**src/rtl/regbank_pkg.sv**
```systemverilog
// Shared types and default sizing for the scoreboarded register bank.
// Latency: n/a (types only). Backpressure: n/a.
package regbank_pkg;

    localparam int DEF_DATA_W = 16;
    localparam int DEF_NREGS  = 8;

    typedef enum logic {
        IDLE  = 1'b0,
        CLEAR = 1'b1
    } state_e;

endpackage

```
**src/rtl/regbank_scoreboard.sv**
```systemverilog
// Per-register pending-write bits with write/mark/clear updates and conflict detection.
// Latency: pending and mark_conflict update one cycle after the request. Backpressure: none.
module regbank_scoreboard #(
    parameter int NREGS    = 8,
    parameter int ZERO_REG = 0,
    parameter int AW       = $clog2(NREGS)
) (
    input  logic             clk,
    input  logic             rst,
    input  logic             upd_en,
    input  logic             we,
    input  logic [AW-1:0]    wr_addr,
    input  logic             mark_en,
    input  logic [AW-1:0]    mark_addr,
    input  logic             clr_en,
    input  logic [AW-1:0]    clr_idx,
    output logic [NREGS-1:0] pend_nxt,
    output logic             mark_conflict
);

    logic [NREGS-1:0] pending;
    logic             wr_ok;
    logic             mk_ok;
    logic             conflict_nxt;

    assign wr_ok = upd_en && we && !((ZERO_REG != 0) && (wr_addr == '0));
    assign mk_ok = upd_en && mark_en && !((ZERO_REG != 0) && (mark_addr == '0));

    // Mark is applied after the write so a same-cycle mark leaves the bit set.
    always_comb begin
        pend_nxt = pending;
        if (wr_ok) begin
            pend_nxt[wr_addr] = 1'b0;
        end
        if (mk_ok) begin
            pend_nxt[mark_addr] = 1'b1;
        end
        if (clr_en) begin
            pend_nxt[clr_idx] = 1'b0;
        end
    end

    // A same-cycle write retires the old pending bit, so that is not a conflict.
    assign conflict_nxt = mk_ok && pending[mark_addr] && !(wr_ok && (wr_addr == mark_addr));

    always_ff @(posedge clk) begin
        if (rst) begin
            pending       <= '0;
            mark_conflict <= 1'b0;
        end else begin
            pending       <= pend_nxt;
            mark_conflict <= conflict_nxt;
        end
    end

endmodule

```
**src/rtl/reg_bank_sb.sv**
```systemverilog
// Register bank: three bypassed read ports, one write port, pending scoreboard, sequential clear.
// Latency: reads/busy 1 cycle; clear takes NREGS cycles. Backpressure: none; inputs ignored while clearing.
module reg_bank_sb
    import regbank_pkg::*;
#(
    parameter int DATA_W   = DEF_DATA_W,
    parameter int NREGS    = DEF_NREGS,
    parameter int ZERO_REG = 0,
    localparam int AW      = $clog2(NREGS)
) (
    input  logic              clk,
    input  logic              rst,
    input  logic              rd_en,
    input  logic [AW-1:0]     rs1_addr,
    input  logic [AW-1:0]     rs2_addr,
    input  logic [AW-1:0]     rs3_addr,
    output logic [DATA_W-1:0] rs1_data,
    output logic [DATA_W-1:0] rs2_data,
    output logic [DATA_W-1:0] rs3_data,
    output logic              rs1_busy,
    output logic              rs2_busy,
    output logic              rs3_busy,
    input  logic              we,
    input  logic [AW-1:0]     wr_addr,
    input  logic [DATA_W-1:0] wr_data,
    input  logic              mark_en,
    input  logic [AW-1:0]     mark_addr,
    output logic              mark_conflict,
    input  logic              clr_req,
    output logic              clr_busy
);

    logic [DATA_W-1:0] mem [NREGS];
    state_e            state, state_nxt;
    logic [AW-1:0]     idx, idx_nxt;
    logic              idle;
    logic              clr_en;
    logic              wr_ok;
    logic [NREGS-1:0]  pend_nxt;

    logic [AW-1:0]     rs_addr [3];
    logic [DATA_W-1:0] rd_nxt  [3];
    logic              bz_nxt  [3];
    logic [DATA_W-1:0] rd_q    [3];
    logic              bz_q    [3];

    function automatic logic is_zero(input logic [AW-1:0] a);
        return (ZERO_REG != 0) && (a == '0);
    endfunction

    assign idle   = (state == IDLE);
    assign clr_en = (state == CLEAR);
    assign wr_ok  = idle && we && !is_zero(wr_addr);

    assign rs_addr[0] = rs1_addr;
    assign rs_addr[1] = rs2_addr;
    assign rs_addr[2] = rs3_addr;

    regbank_scoreboard #(
        .NREGS    (NREGS),
        .ZERO_REG (ZERO_REG),
        .AW       (AW)
    ) u_sb (
        .clk           (clk),
        .rst           (rst),
        .upd_en        (idle),
        .we            (we),
        .wr_addr       (wr_addr),
        .mark_en       (mark_en),
        .mark_addr     (mark_addr),
        .clr_en        (clr_en),
        .clr_idx       (idx),
        .pend_nxt      (pend_nxt),
        .mark_conflict (mark_conflict)
    );

    // Read values reflect this cycle's write (bypass) and scoreboard updates.
    always_comb begin
        for (int p = 0; p < 3; p++) begin
            rd_nxt[p] = mem[rs_addr[p]];
            bz_nxt[p] = pend_nxt[rs_addr[p]];
            if (wr_ok && (wr_addr == rs_addr[p])) begin
                rd_nxt[p] = wr_data;
            end
            if (is_zero(rs_addr[p])) begin
                rd_nxt[p] = '0;
                bz_nxt[p] = 1'b0;
            end
        end
    end

    always_ff @(posedge clk) begin
        if (rst) begin
            for (int i = 0; i < NREGS; i++) begin
                mem[i] <= '0;
            end
            for (int p = 0; p < 3; p++) begin
                rd_q[p] <= '0;
                bz_q[p] <= 1'b0;
            end
        end else begin
            if (wr_ok) begin
                mem[wr_addr] <= wr_data;
            end
            if (clr_en) begin
                mem[idx] <= '0;
            end
            if (idle && rd_en) begin
                for (int p = 0; p < 3; p++) begin
                    rd_q[p] <= rd_nxt[p];
                    bz_q[p] <= bz_nxt[p];
                end
            end
        end
    end

    always_ff @(posedge clk) begin
        if (rst) begin
            state <= IDLE;
            idx   <= '0;
        end else begin
            state <= state_nxt;
            idx   <= idx_nxt;
        end
    end

    // idx wraps only on the same edge that returns to IDLE.
    always_comb begin
        state_nxt = state;
        idx_nxt   = idx;
        case (state)
            IDLE: begin
                if (clr_req) begin
                    state_nxt = CLEAR;
                    idx_nxt   = '0;
                end
            end
            CLEAR: begin
                idx_nxt = idx + AW'(1);
                if (idx == AW'(NREGS - 1)) begin
                    state_nxt = IDLE;
                end
            end
            default: begin
                state_nxt = IDLE;
                idx_nxt   = '0;
            end
        endcase
    end

    assign clr_busy = (state == CLEAR);

    assign rs1_data = rd_q[0];
    assign rs2_data = rd_q[1];
    assign rs3_data = rd_q[2];
    assign rs1_busy = bz_q[0];
    assign rs2_busy = bz_q[1];
    assign rs3_busy = bz_q[2];

endmodule
```
**config.mk**
```make
export PLATFORM = sky130hd
export DESIGN_NAME = reg_bank_sb
export DESIGN_NICKNAME = d
export VERILOG_FILES = /design/src/rtl/regbank_pkg.sv /design/src/rtl/regbank_scoreboard.sv /design/src/rtl/reg_bank_sb.sv
export SDC_FILE = /design/constraint.sdc
export NUM_CORES = 1
export LEC_CHECK = 0
export BUFFER_PORTS_ARGS = -buffer_cell sky130_fd_sc_hd__buf_2
export CORE_MARGIN = 2
export CORE_UTILIZATION = 39
export CTS_BUF_LIST = sky130_fd_sc_hd__clkbuf_16
export CTS_CLUSTER_SIZE = 12
export DETAILED_ROUTE_END_ITERATION = 6
export MAX_ROUTING_LAYER = met4
export PLACE_DENSITY = 0.68
export SLEW_MARGIN = 20
export SYNTH_ARGS = -nofsm -noshare
export SYNTH_HDL_FRONTEND = slang
export SYNTH_HIERARCHICAL = 1
export SYNTH_SLANG_ARGS = --single-unit
```
**constraint.sdc**
```tcl
create_clock -name clk -period 3.27 [get_ports clk]
set_input_delay 0.981 -clock clk [delete_from_list [all_inputs] [get_ports clk]]
set_output_delay 0.981 -clock clk [all_outputs]
set_load 0.1 [all_outputs]
```
==> results of run 1 <==
cell families after synthesis:
group / count (synthesis)
and+or+nand+nor: 321
DFF: 192
muxes: 157
AOI/OAI and AO/OA: 128
xor gates and xnor gates: 12
buffers and inverters: 72
adders and majority gates: 2
cell usage after synthesis, types with 9 or more instances:
master	n
o22ai_1	45
mux2i_1	98
buf_2	32
clkbuf_1	15
a21oi_1	11
mux4_2	58
a211oi_1	57
xnor2_1	9
nor3_1	46
nor2_1	185
edfxtp_1	179
dfxtp_1	13
buf_4	18
nand2_1	39
tightest hold or removal path: cells and delay by family (launching register included):
| family | cells | cell delay, ns |
|---|---|---|
| AO/OA/AOI/OAI | 2 | 0.17 |
| flip-flops | 1 | 0.31 |
power breakdown:
group / switching [mW] / internal (mW)
clock network: 0.969 / 1.12
registers: 0.0761 / 2.83
logic: 0.892 / 0.364
total: 1.94 / 4.32
per-layer routing:
metal  track usage [%]  wire (um)  vias up
met5                 -          0        -
met3              4.49       3610       75
li1                  -          -     3578
met4              8.58        875        0
met1              30.7      12600     4034
met2              36.0      15200      539
flip-flops by register name, summed over array words and instances, names as in the netlist:
name and count:
bz_q 3, clr_busy 1, idx 3, mem 128, rd_q 48, u_sb/mark_conflict 1
u_sb/pending 8
layout make-up:
cell class / instances / area (um2)
Fill cell: 2429 / 14600
Clock inverter: 12 / 92.6
Sequential cell: 192 / 5640
Timing Repair Buffer: 144 / 971
Tap cell: 341 / 427
Multi-Input combinational cell: 620 / 4750
Clock buffer: 20 / 500
Inverter: 4 / 15.0
stage by stage:
stage	cell area, um2	util [%]
final	12400	45.8
after detailed placement	11800	43.7
after global routing	12400	45.8
after CTS	12400	45.8
after global placement	11800	43.7
after floorplan	10800	-
final timing paths:
path         cells past startpoint         endpoint  slack (ns)
max                              2         clr_busy        0.69
min                              2  u_sb/pending[6]        0.53
max reg2reg                      6      rd_q[0][18]        1.04
min reg2reg                      2  u_sb/pending[6]        0.53
==> metrics.md, run 1 <==
| Metric | Value |
|---|---|
| Leading area contributor after synthesis | edfxtp_1 |
| Inserted Clock Buffers | 17 |
| Unique cell type count in the Yosys netlist | 47 |
| DRC | 0 |
| Worst path cell trace | buf_4, buf_2 |
| Layout cells sized above 1 | around a quarter |
| Max Cap Violations | 0 |
| Syn_nets | 923 |
| Slew HR | 54.6% |
| Simple-gate area share of the yosys netlist | between 10% and 20% |
| CTS tree | done |
| Fraction of registers with async set/reset | 0% |
| Clk slew on worst S/H paths | ~0.070 ns |
| CP Data Required Time | around 2.3 ns |
| Die H | about 170 um |
| Synthesized area per cell | 12.2 um2 |
| Final #Nets | about 1,000 |
| Core Box Area | about 0.027 mm2 |
| Dpl hpwl | 21,000 um |
| Setup violators final | 0 |
| Worst Setup SP | clr_busy |
| Tmin final | ~2.6 ns |
| Synthesized flop and latch total | approximately 190 |
| Iter 0 DRT Violations | between 1,000 and 1,500 |
| Ranking of synthesized cells by area | edfxtp_1 50%, mux4_2 12%, mux2i_1 9.1% |
| Slew @ Worst Pin | approximately 0.68 ns |
| HP Class | register to register |
| WL final | between 30,000 and 40,000 um |
| Via count | 8,226 |
| Clock skew | roughly 0.005 ns |
| Initial Util | 39.9% |
| Pleak | around 4.7 nW |
| Hold path start | u_sb/pending[6] |
| Vias in the first global route | ~7,900 |
| Die Area | 0.0290 mm2 |
| Pin count of the biggest net entering global routing | 52 |
| Leading cell type in the layout, fill and taps excluded | nor2_1 |
| Post-synthesis mux area share | 21.3% |
| Area growth from synthesis to layout | 15.0% |
| Clk sink count | ~190 |
| CP startpoint kind | register |
| Critical Path Fanout Max | 16 |
| YS warnings | 6 |
| Combinational family with the most area after synthesis | multiplexers |
| Adder-cell share of the synthesized area | 0.232% |
| Initial antenna violation count | 0 |
| CP arrival | around 1.6 ns |
| Most frequent cells in the layout | 185 x nor2_1, 179 x edfxtp_1, 98 x mux2i_1 |
| Post-synth EDFFs | about 180 |
| PwrDens | just over 500 mW/mm2 |
| GPL Wtd Cong | ~0.92 |
| Total Routing Usage GR | around a quarter |
| # hold bufs at CTS | 0 |
| Worst hold slack | ~0.53 ns |
| Setup TNS | 0 ns |
| Run status | completed |
| Die X-Extent | 170 um |
| Antenna diodes | 0 |
| Synth Area in Compound Gates | under 10% |
| Htree depth | 4 |
| Grt ovf | 0 |
| Sequential share of the synthesized area | 52.3% |
| Top FF cell, synth | edfxtp_1 |
| IO Pins | 90 |
| Antenna viol nets, final | 0 |
| Slowest Stage Delay on Critical Path | 0.46 ns |
| Setup repair bufs after CTS | 0 |
| Crit. End Element | output port |
| Pwr Total | roughly 6.3 mW |
| Clock tree buffer depth | 2 |
| Global-route wire length before repair | 48,500 um |
| Slowest-stage cell, CP | dfxtp_1 |
| Fmax | 388 MHz |
| Non-Filler Instances | approximately 1,300 |
| Post-cts resize count | 0 |
| Max-slew violations | 0 |
| Post-Syn Instances | between 800 and 900 |
| RSZ-0062 raised after global routing | false |
| Pre-CTS WS | between 0.4 and 0.5 ns |
| Area of the mapped netlist | around 0.011 mm2 |
| Crit Reg-Reg Startpoint | clr_busy |
| Count of port buffers added during placement | ~90 |
| Final hold vios | 0 |
| DR WL/cell | 24.3 um |
| FP Rows | 60 |
| Worst Setup Path Type | register to output port |
| Peak supply drop | ~0.31 mV |
| Final setup margin | 0.690 ns |
| Buf/Inv on CP | 2 |
| Xor and xnor fraction of the mapped netlist area | less than 1% |
| Inst Count DP | 1,301 |
| DR pass1 iterations | 6 |
| Vias per cell | 6.17 |
| Worst skew pair latency | about 0.44 ns |
| Root Buffer | clkbuf_16 |
| Area fraction of the dominant cell type after synthesis | between 40 and 50% |
| Final Cycle Share | between 70% and 80% |
| Delay-heaviest family, CP | buffers and inverters |
No activity file was read; power rests on OpenSTA's default activity.
==> inputs of run 2 (changes only) <==
==> constraint.sdc (replaced) <==
create_clock -name clk -period 2.42 [get_ports clk]
set_input_delay 0.726 -clock clk [delete_from_list [all_inputs] [get_ports clk]]
set_output_delay 0.726 -clock clk [all_outputs]
set_load 0.1 [all_outputs]
==> metrics.md, run 2 (synthesized netlist as in run 1, its figures left out) <==
| Metric | Value |
|---|---|
| Grt ovf | 0 (unchanged) |
| GPL Wtd Cong | 0.884 (was 0.917) |
| Via count | 8,254 (was 8,226) |
| Clk sink count | 192 (unchanged) |
| Slowest-stage cell, CP | buf_2 (was dfxtp_1) |
| Crit. End Element | output port (unchanged) |
| Max Cap Violations | 0 (unchanged) |
| Most frequent cells in the layout | 185 x nor2_1, 179 x edfxtp_1, 98 x mux2i_1 (unchanged) |
| CP Data Required Time | 1.69 ns (was 2.29 ns) |
| Die H | 170 um (unchanged) |
| GR Layer Usage met2 | 33.0% (was 36.0%) |
| Grt met1 use | 30.9% (was 30.7%) |
| Buf/Inv on CP | 2 (unchanged) |
| Worst Setup Path Type | register to output port (unchanged) |
| RSZ-0062 raised after global routing | false (unchanged) |
| Inserted Clock Buffers | 17 (unchanged) |
| Number of flip-flops in the largest register | 128 (unchanged) |
| PwrDens | 662 mW/mm2 (was 505 mW/mm2) |
| Setup violators final | 0 (unchanged) |
| Regs by FF count | mem: 128 flops, rd_q: 48 flops, u_sb/pending: 8 flops (unchanged) |
| Initial antenna violation count | 0 (unchanged) |
| Global-route wire length before repair | 46,200 um (was 48,500 um) |
| Met3 usage | 4.86% (was 4.49%) |
| Root Buffer | clkbuf_16 (unchanged) |
| Core Box Area | 0.0270 mm2 (unchanged) |
| Fmax | 453 MHz |
| R2r setup slk | 0.23 ns (was 1.04 ns) |
| Setup repair bufs after CTS | 0 (unchanged) |
| Peak supply drop | 0.374 mV (was 0.307 mV) |
| Vias in the first global route | 7,666 (was 7,899) |
| Final hold vios | 0 (unchanged) |
| Antenna diodes | 0 (unchanged) |
| Layout cells sized above 1 | 28.0% (was 25.5%) |
| CTS tree | done (unchanged) |
| Hold path start | u_sb/pending[4] (was u_sb/pending[6]) |
| Most flops, register | mem (unchanged) |
| Total Routing Usage GR | 22.3% (was 23.3%) |
| DRC | 0 (unchanged) |
| Clk slew on worst S/H paths | 0.08 ns (was 0.07 ns) |
| Max-slew violations | 0 (unchanged) |
| CP startpoint kind | register (unchanged) |
| Pin count of the biggest net entering global routing | 52 (unchanged) |
| Critical Path Fanout Max | 16 (unchanged) |
| Final #Nets | 1,048 (was 1,018) |
| Setup TNS | 0 ns (unchanged) |
| Slew @ Worst Pin | 0.641 ns (was 0.681 ns) |
| Delay-heaviest family, CP | buffers and inverters (unchanged) |
| Pwr Total | 8.50 mW (was 6.25 mW) |
| Area growth from synthesis to layout | 19.2% (was 15.0%) |
| # hold bufs at CTS | 0 (unchanged) |
| Die X-Extent | 170 um (unchanged) |
| Crit Reg-Reg Startpoint | idx[1] (was clr_busy) |
| IO Pins | 90 (unchanged) |
| Slowest Stage Delay on Critical Path | 0.45 ns (was 0.46 ns) |
| Pleak | 4.91 nW (was 4.68 nW) |
| Tmin final | 2.21 ns |
| Gr busiest metal | met2 (unchanged) |
| FP Rows | 60 (unchanged) |
| Vias per cell | 6.06 (was 6.17) |
| Initial Util | 39.9% (unchanged) |
| DR WL/cell | 22.9 um (was 24.3 um) |
| Antenna viol nets, final | 0 (unchanged) |
| Post-cts resize count | 0 (unchanged) |
| Pre-CTS WS | -0.0852 ns (was 0.411 ns) |
| Iter 0 DRT Violations | 1,122 (was 1,066) |
| Leading cell type in the layout, fill and taps excluded | nor2_1 (unchanged) |
| WL final | 31,200 um (was 32,300 um) |
| Worst Setup SP | clr_busy (unchanged) |
| Dpl hpwl | 22,200 um (was 21,000 um) |
| Count of port buffers added during placement | 89 (unchanged) |
| Slew HR | 56.7% (was 54.6%) |
| Die Area | 0.0290 mm2 (unchanged) |
| Final setup margin | 0.213 ns (was 0.690 ns) |
| Htree depth | 4 (unchanged) |
| Run status | completed (unchanged) |
| HP Class | register to register (unchanged) |
| DR pass1 iterations | 5 (was 6) |
| Worst skew pair latency | 0.45 ns (was 0.44 ns) |
| Worst path cell trace | buf_4, buf_2 (unchanged) |
| Final Cycle Share | 91.2% |
| Clock tree buffer depth | 2 (unchanged) |
| Clock skew | 0.0106 ns (was 0.00500 ns) |
| CP arrival | 1.48 ns (was 1.60 ns) |
[run 2: cell types whose count changed in the layout (fill, tap and decap cells not counted), sizes merged]
cell,before,now
clkinvlp,2,0
inv,9,13
buf,144,174
clkinv,5,6
clkbuf,20,17
[run 2: worst min-delay path, cell delays in order, from the launching register on]
cell and delay, ns:
dfxtp_1 0.32, o21ai_1 0.09, a211oi_1 0.08
[run 2: final timing paths]
| check | end | cells after the start |
|---|---|---|
| max | clr_busy | 2 |
| min | u_sb/pending[4] | 2 |
| max reg2reg | bz_q[0][1] | 6 |
| min reg2reg | u_sb/pending[4] | 2 |
[run 2: cell type report]
type,instances,area [um2]
clock buffers,17,425
multi-input cells,620,4750
clock inverters,15,159
well taps,341,427
flip-flops and latches,192,5640
fillers,2383,14200
inverters,4,15.0
repair buffers,174,1430
[run 2: metrics by stage]
step	hold WS (ns)	instance area (um2)	std cells	util (%)
6_report	0.535	12800	1363	47.5
5_1_grt	0.573	12800	1363	47.5
4_1_cts	0.531	12800	1363	47.5
3_5_place_dp	0.520	12300	1331	45.4
3_3_place_gp	0.523	12300	1331	45.4
2_1_floorplan	0.490	10800	884	-
[run 2: power breakdown]
group | internal [mW] | switching, mW | total [mW]
combinational | 0.560 | 1.21 | 1.77
clock | 1.39 | 1.42 | 2.81
sequential | 3.82 | 0.101 | 3.92
[run 2: layer usage]
metal / routed length [um] / up-vias
met1: 13300 / 4061
li1: - / 3655
met2: 13900 / 480
met5: 0 / -
met3: 3290 / 58
met4: 696 / 0
==> inputs of run 3 (changes only) <==
--- a/config.mk
+++ b/config.mk
@@ -6,6 +6,7 @@
 export NUM_CORES = 1
 export LEC_CHECK = 0
 export BUFFER_PORTS_ARGS = -buffer_cell sky130_fd_sc_hd__buf_2
+export CORE_ASPECT_RATIO = 0.9
 export CORE_MARGIN = 2
 export CORE_UTILIZATION = 39
 export CTS_BUF_LIST = sky130_fd_sc_hd__clkbuf_16
@@ -13,6 +14,7 @@
 export DETAILED_ROUTE_END_ITERATION = 6
 export MAX_ROUTING_LAYER = met4
 export PLACE_DENSITY = 0.68
+export RECOVER_POWER = 100
 export SLEW_MARGIN = 20
 export SYNTH_ARGS = -nofsm -noshare
 export SYNTH_HDL_FRONTEND = slang
==> metrics.md, run 3 (synthesized netlist as in run 1, its figures left out) <==
| Metric | Value |
|---|---|
| Run status | completed (unchanged) |
| RSZ-0062 raised after global routing | false (unchanged) |
| Crit. End Element | register (was output port) |
| CP startpoint kind | primary input (was register) |
| WL met2 | 15,000 um (was 13,900 um) |
| Slowest Stage Delay on Critical Path | 0.50 ns (was 0.45 ns) |
| GPL Wtd Cong | 0.886 (was 0.884) |
| Worst Setup SP | wr_addr[1] (was clr_busy) |
| DR WL met3 | 3630 um (was 3290 um) |
| Initial Util | 39.8% (was 39.9%) |
| Slew @ Worst Pin | 1.19 ns (was 0.641 ns) |
| Fill cells | 2,412 (was 2,383) |
| Area growth from synthesis to layout | 18.2% (was 19.2%) |
| DR WL/cell | 23.4 um (was 22.9 um) |
| Critical Path Fanout Max | 15 (was 16) |
| Register area | 0.00564 mm2 (unchanged) |
| Slew HR | 20.8% (was 56.7%) |
| Crit Reg-Reg Startpoint | clr_busy (was idx[1]) |
| Grt ovf | 0 (unchanged) |
| Share of power burned in registers | 46.2% (was 46.1%) |
| Iter 0 DRT Violations | 1,072 (was 1,122) |
| Max Cap Violations | 0 (unchanged) |
| Dpl hpwl | 21,900 um (was 22,200 um) |
| Post-cts resize count | 0 (unchanged) |
| Layout cells sized above 1 | 27.4% (was 28.0%) |
| Setup TNS | 0 ns (unchanged) |
| PwrDens | 668 mW/mm2 (was 662 mW/mm2) |
| Worst Setup Path Type | primary input to register (was register to output port) |
| Peak supply drop | 0.443 mV (was 0.374 mV) |
| FP Rows | 57 (was 60) |
| DRC | 0 (unchanged) |
| Clk sink count | 192 (unchanged) |
| Design area | 0.0127 mm2 (was 0.0128 mm2) |
| Buf/Inv on CP | 4 (was 2) |
| Pwr Total | 8.51 mW (was 8.50 mW) |
| Final setup margin | 0.102 ns (was 0.213 ns) |
| Hold path start | u_sb/pending[7] (was u_sb/pending[4]) |
| Max-slew violations | 0 (unchanged) |
| CP Data Required Time | 2.58 ns (was 1.69 ns) |
| Clk pwr share | 33.4% (was 33.1%) |
| Clock skew | 0.00927 ns (was 0.0106 ns) |
| Final hold vios | 0 (unchanged) |
| Pleak | 4.84 nW (was 4.91 nW) |
| Antenna viol nets, final | 0 (unchanged) |
| Initial antenna violation count | 2 (was 0) |
| Inserted Clock Buffers | 17 (unchanged) |
| WL final | 32,300 um (was 31,200 um) |
| Pin count of the biggest net entering global routing | 52 (unchanged) |
| Slowest-stage cell, CP | a211oi_1 (was buf_2) |
| Setup violators final | 0 (unchanged) |
| IO Pins | 90 (unchanged) |
| Total Routing Usage GR | 23.4% (was 22.3%) |
| Root Buffer | clkbuf_16 (unchanged) |
| Delay-heaviest family, CP | buffers and inverters (unchanged) |
| DR pass1 iterations | 5 (unchanged) |
| Number of flip-flops in the largest register | 128 (unchanged) |
| Htree depth | 4 (unchanged) |
| Fmax | 431 MHz (was 453 MHz) |
| HP Class | register to register (unchanged) |
| Vias in the first global route | 8,094 (was 7,666) |
| P_int | 5.83 mW (was 5.77 mW) |
| Psw | 2.68 mW (was 2.73 mW) |
| # hold bufs at CTS | 0 (unchanged) |
| Final Cycle Share | 95.8% (was 91.2%) |
| Core Box Area | 0.0271 mm2 (was 0.0270 mm2) |
| Setup repair bufs after CTS | 0 (unchanged) |
| Most flops, register | mem (unchanged) |
| Clock tree buffer depth | 2 (unchanged) |
| Regs by FF count | mem: 128 flops, rd_q: 48 flops, u_sb/pending: 8 flops (unchanged) |
| Count of port buffers added during placement | 89 (unchanged) |
| Met1 Wirelength | 13,000 um (was 13,300 um) |
| Sw Ratio | 31.5% (was 32.1%) |
| CTS tree | done (unchanged) |
| Multi-input logic area | 0.00473 mm2 (was 0.00475 mm2) |
| Final #Nets | 1,054 (was 1,048) |
| Tmin final | 2.32 ns (was 2.21 ns) |
| Top Layer Used | met4 (unchanged) |
| Gate power share | 20.4% (was 20.8%) |
| Via count | 8,361 (was 8,254) |
| Leading cell type in the layout, fill and taps excluded | nor2_1 (unchanged) |
| Pre-CTS WS | -0.0696 ns (was -0.0852 ns) |
| Vias per cell | 6.04 (was 6.06) |
| Global-route wire length before repair | 48,500 um (was 46,200 um) |
| Die X-Extent | 179 um (was 170 um) |
| Clk slew on worst S/H paths | 0.07 ns (was 0.08 ns) |
| CP arrival | 2.48 ns (was 1.48 ns) |
| DP Area | 0.0124 mm2 (was 0.0123 mm2) |
| Worst path cell trace | buf_2, buf_4, clkbuf_1, xnor2_1, and4_1, clkbuf_2, a211oi_1, nor3_1 (was buf_4, buf_2) |
| Die H | 162 um (was 170 um) |
| Most frequent cells in the layout | 185 x nor2_1, 179 x edfxtp_1, 98 x mux2i_1 (unchanged) |
| Worst skew pair latency | 0.44 ns (was 0.45 ns) |
| Die Area | 0.0290 mm2 (about the same) |
-- run 3: cell count changes in the layout (fill, tap and decap cells not counted), moves of 6 or more --
cell / change
buf_2: -54
clkbuf_4: +6
buf_12: -9
buf_4: -10
clkbuf_2: +65
clkbuf_1: +8
-- run 3: final cells by class --
cell class | instances | share of cell area (%)
multi-input cells | 620 | 37.2
clock inverters | 15 | 1.34
well taps | 354 | 3.48
flip-flops and latches | 192 | 44.2
repair buffers | 180 | 10.3
inverters | 4 | 0.118
diodes | 2 | 0.0393
clock buffers | 17 | 3.34
-- run 3: power by group through the flow --
stage                     Combinational (mW)  Clock, mW  Sequential (mW)
final                                   1.74       2.84             3.93
after global routing                    1.81       3.00             3.95
after CTS                               1.78       2.87             3.92
after detailed placement                1.78          0             3.99
after global placement                  1.76          0             3.98
after floorplan                        0.721          0             4.47
-- run 3: per-layer routing --
layer  track usage (%)  vias up
met5                 -        -
met4              7.22        0
met3              4.17       67
met2              35.9      582
met1              31.9     4045
li1                  -     3667
-- run 3: worst paths after layout --
path	to	slack [ns]	cells after the start
worst max register to register	mem[1][4]	0.24	6
worst min-delay path	u_sb/pending[7]	0.55	2
worst min register to register	u_sb/pending[7]	0.55	2
worst max-delay path	rd_q[0][18]	0.10	8
-- run 3: worst register-to-register path: cells and delay by family (launching register included) --
kind,cells,cell delay [ns]
compound gates,1,0.44
buf+inv,2,0.65
flops,1,0.43
simple gates,3,0.29
-- run 3: per-stage QoR --
step	std cells	util, %	hold WS (ns)
global route	1384	47.0	0.563
floorplan	884	-	0.490
CTS	1382	47.9	0.549
detailed placement	1350	45.7	0.528
finish	1384	47.0	0.552
global placement	1350	45.7	0.537
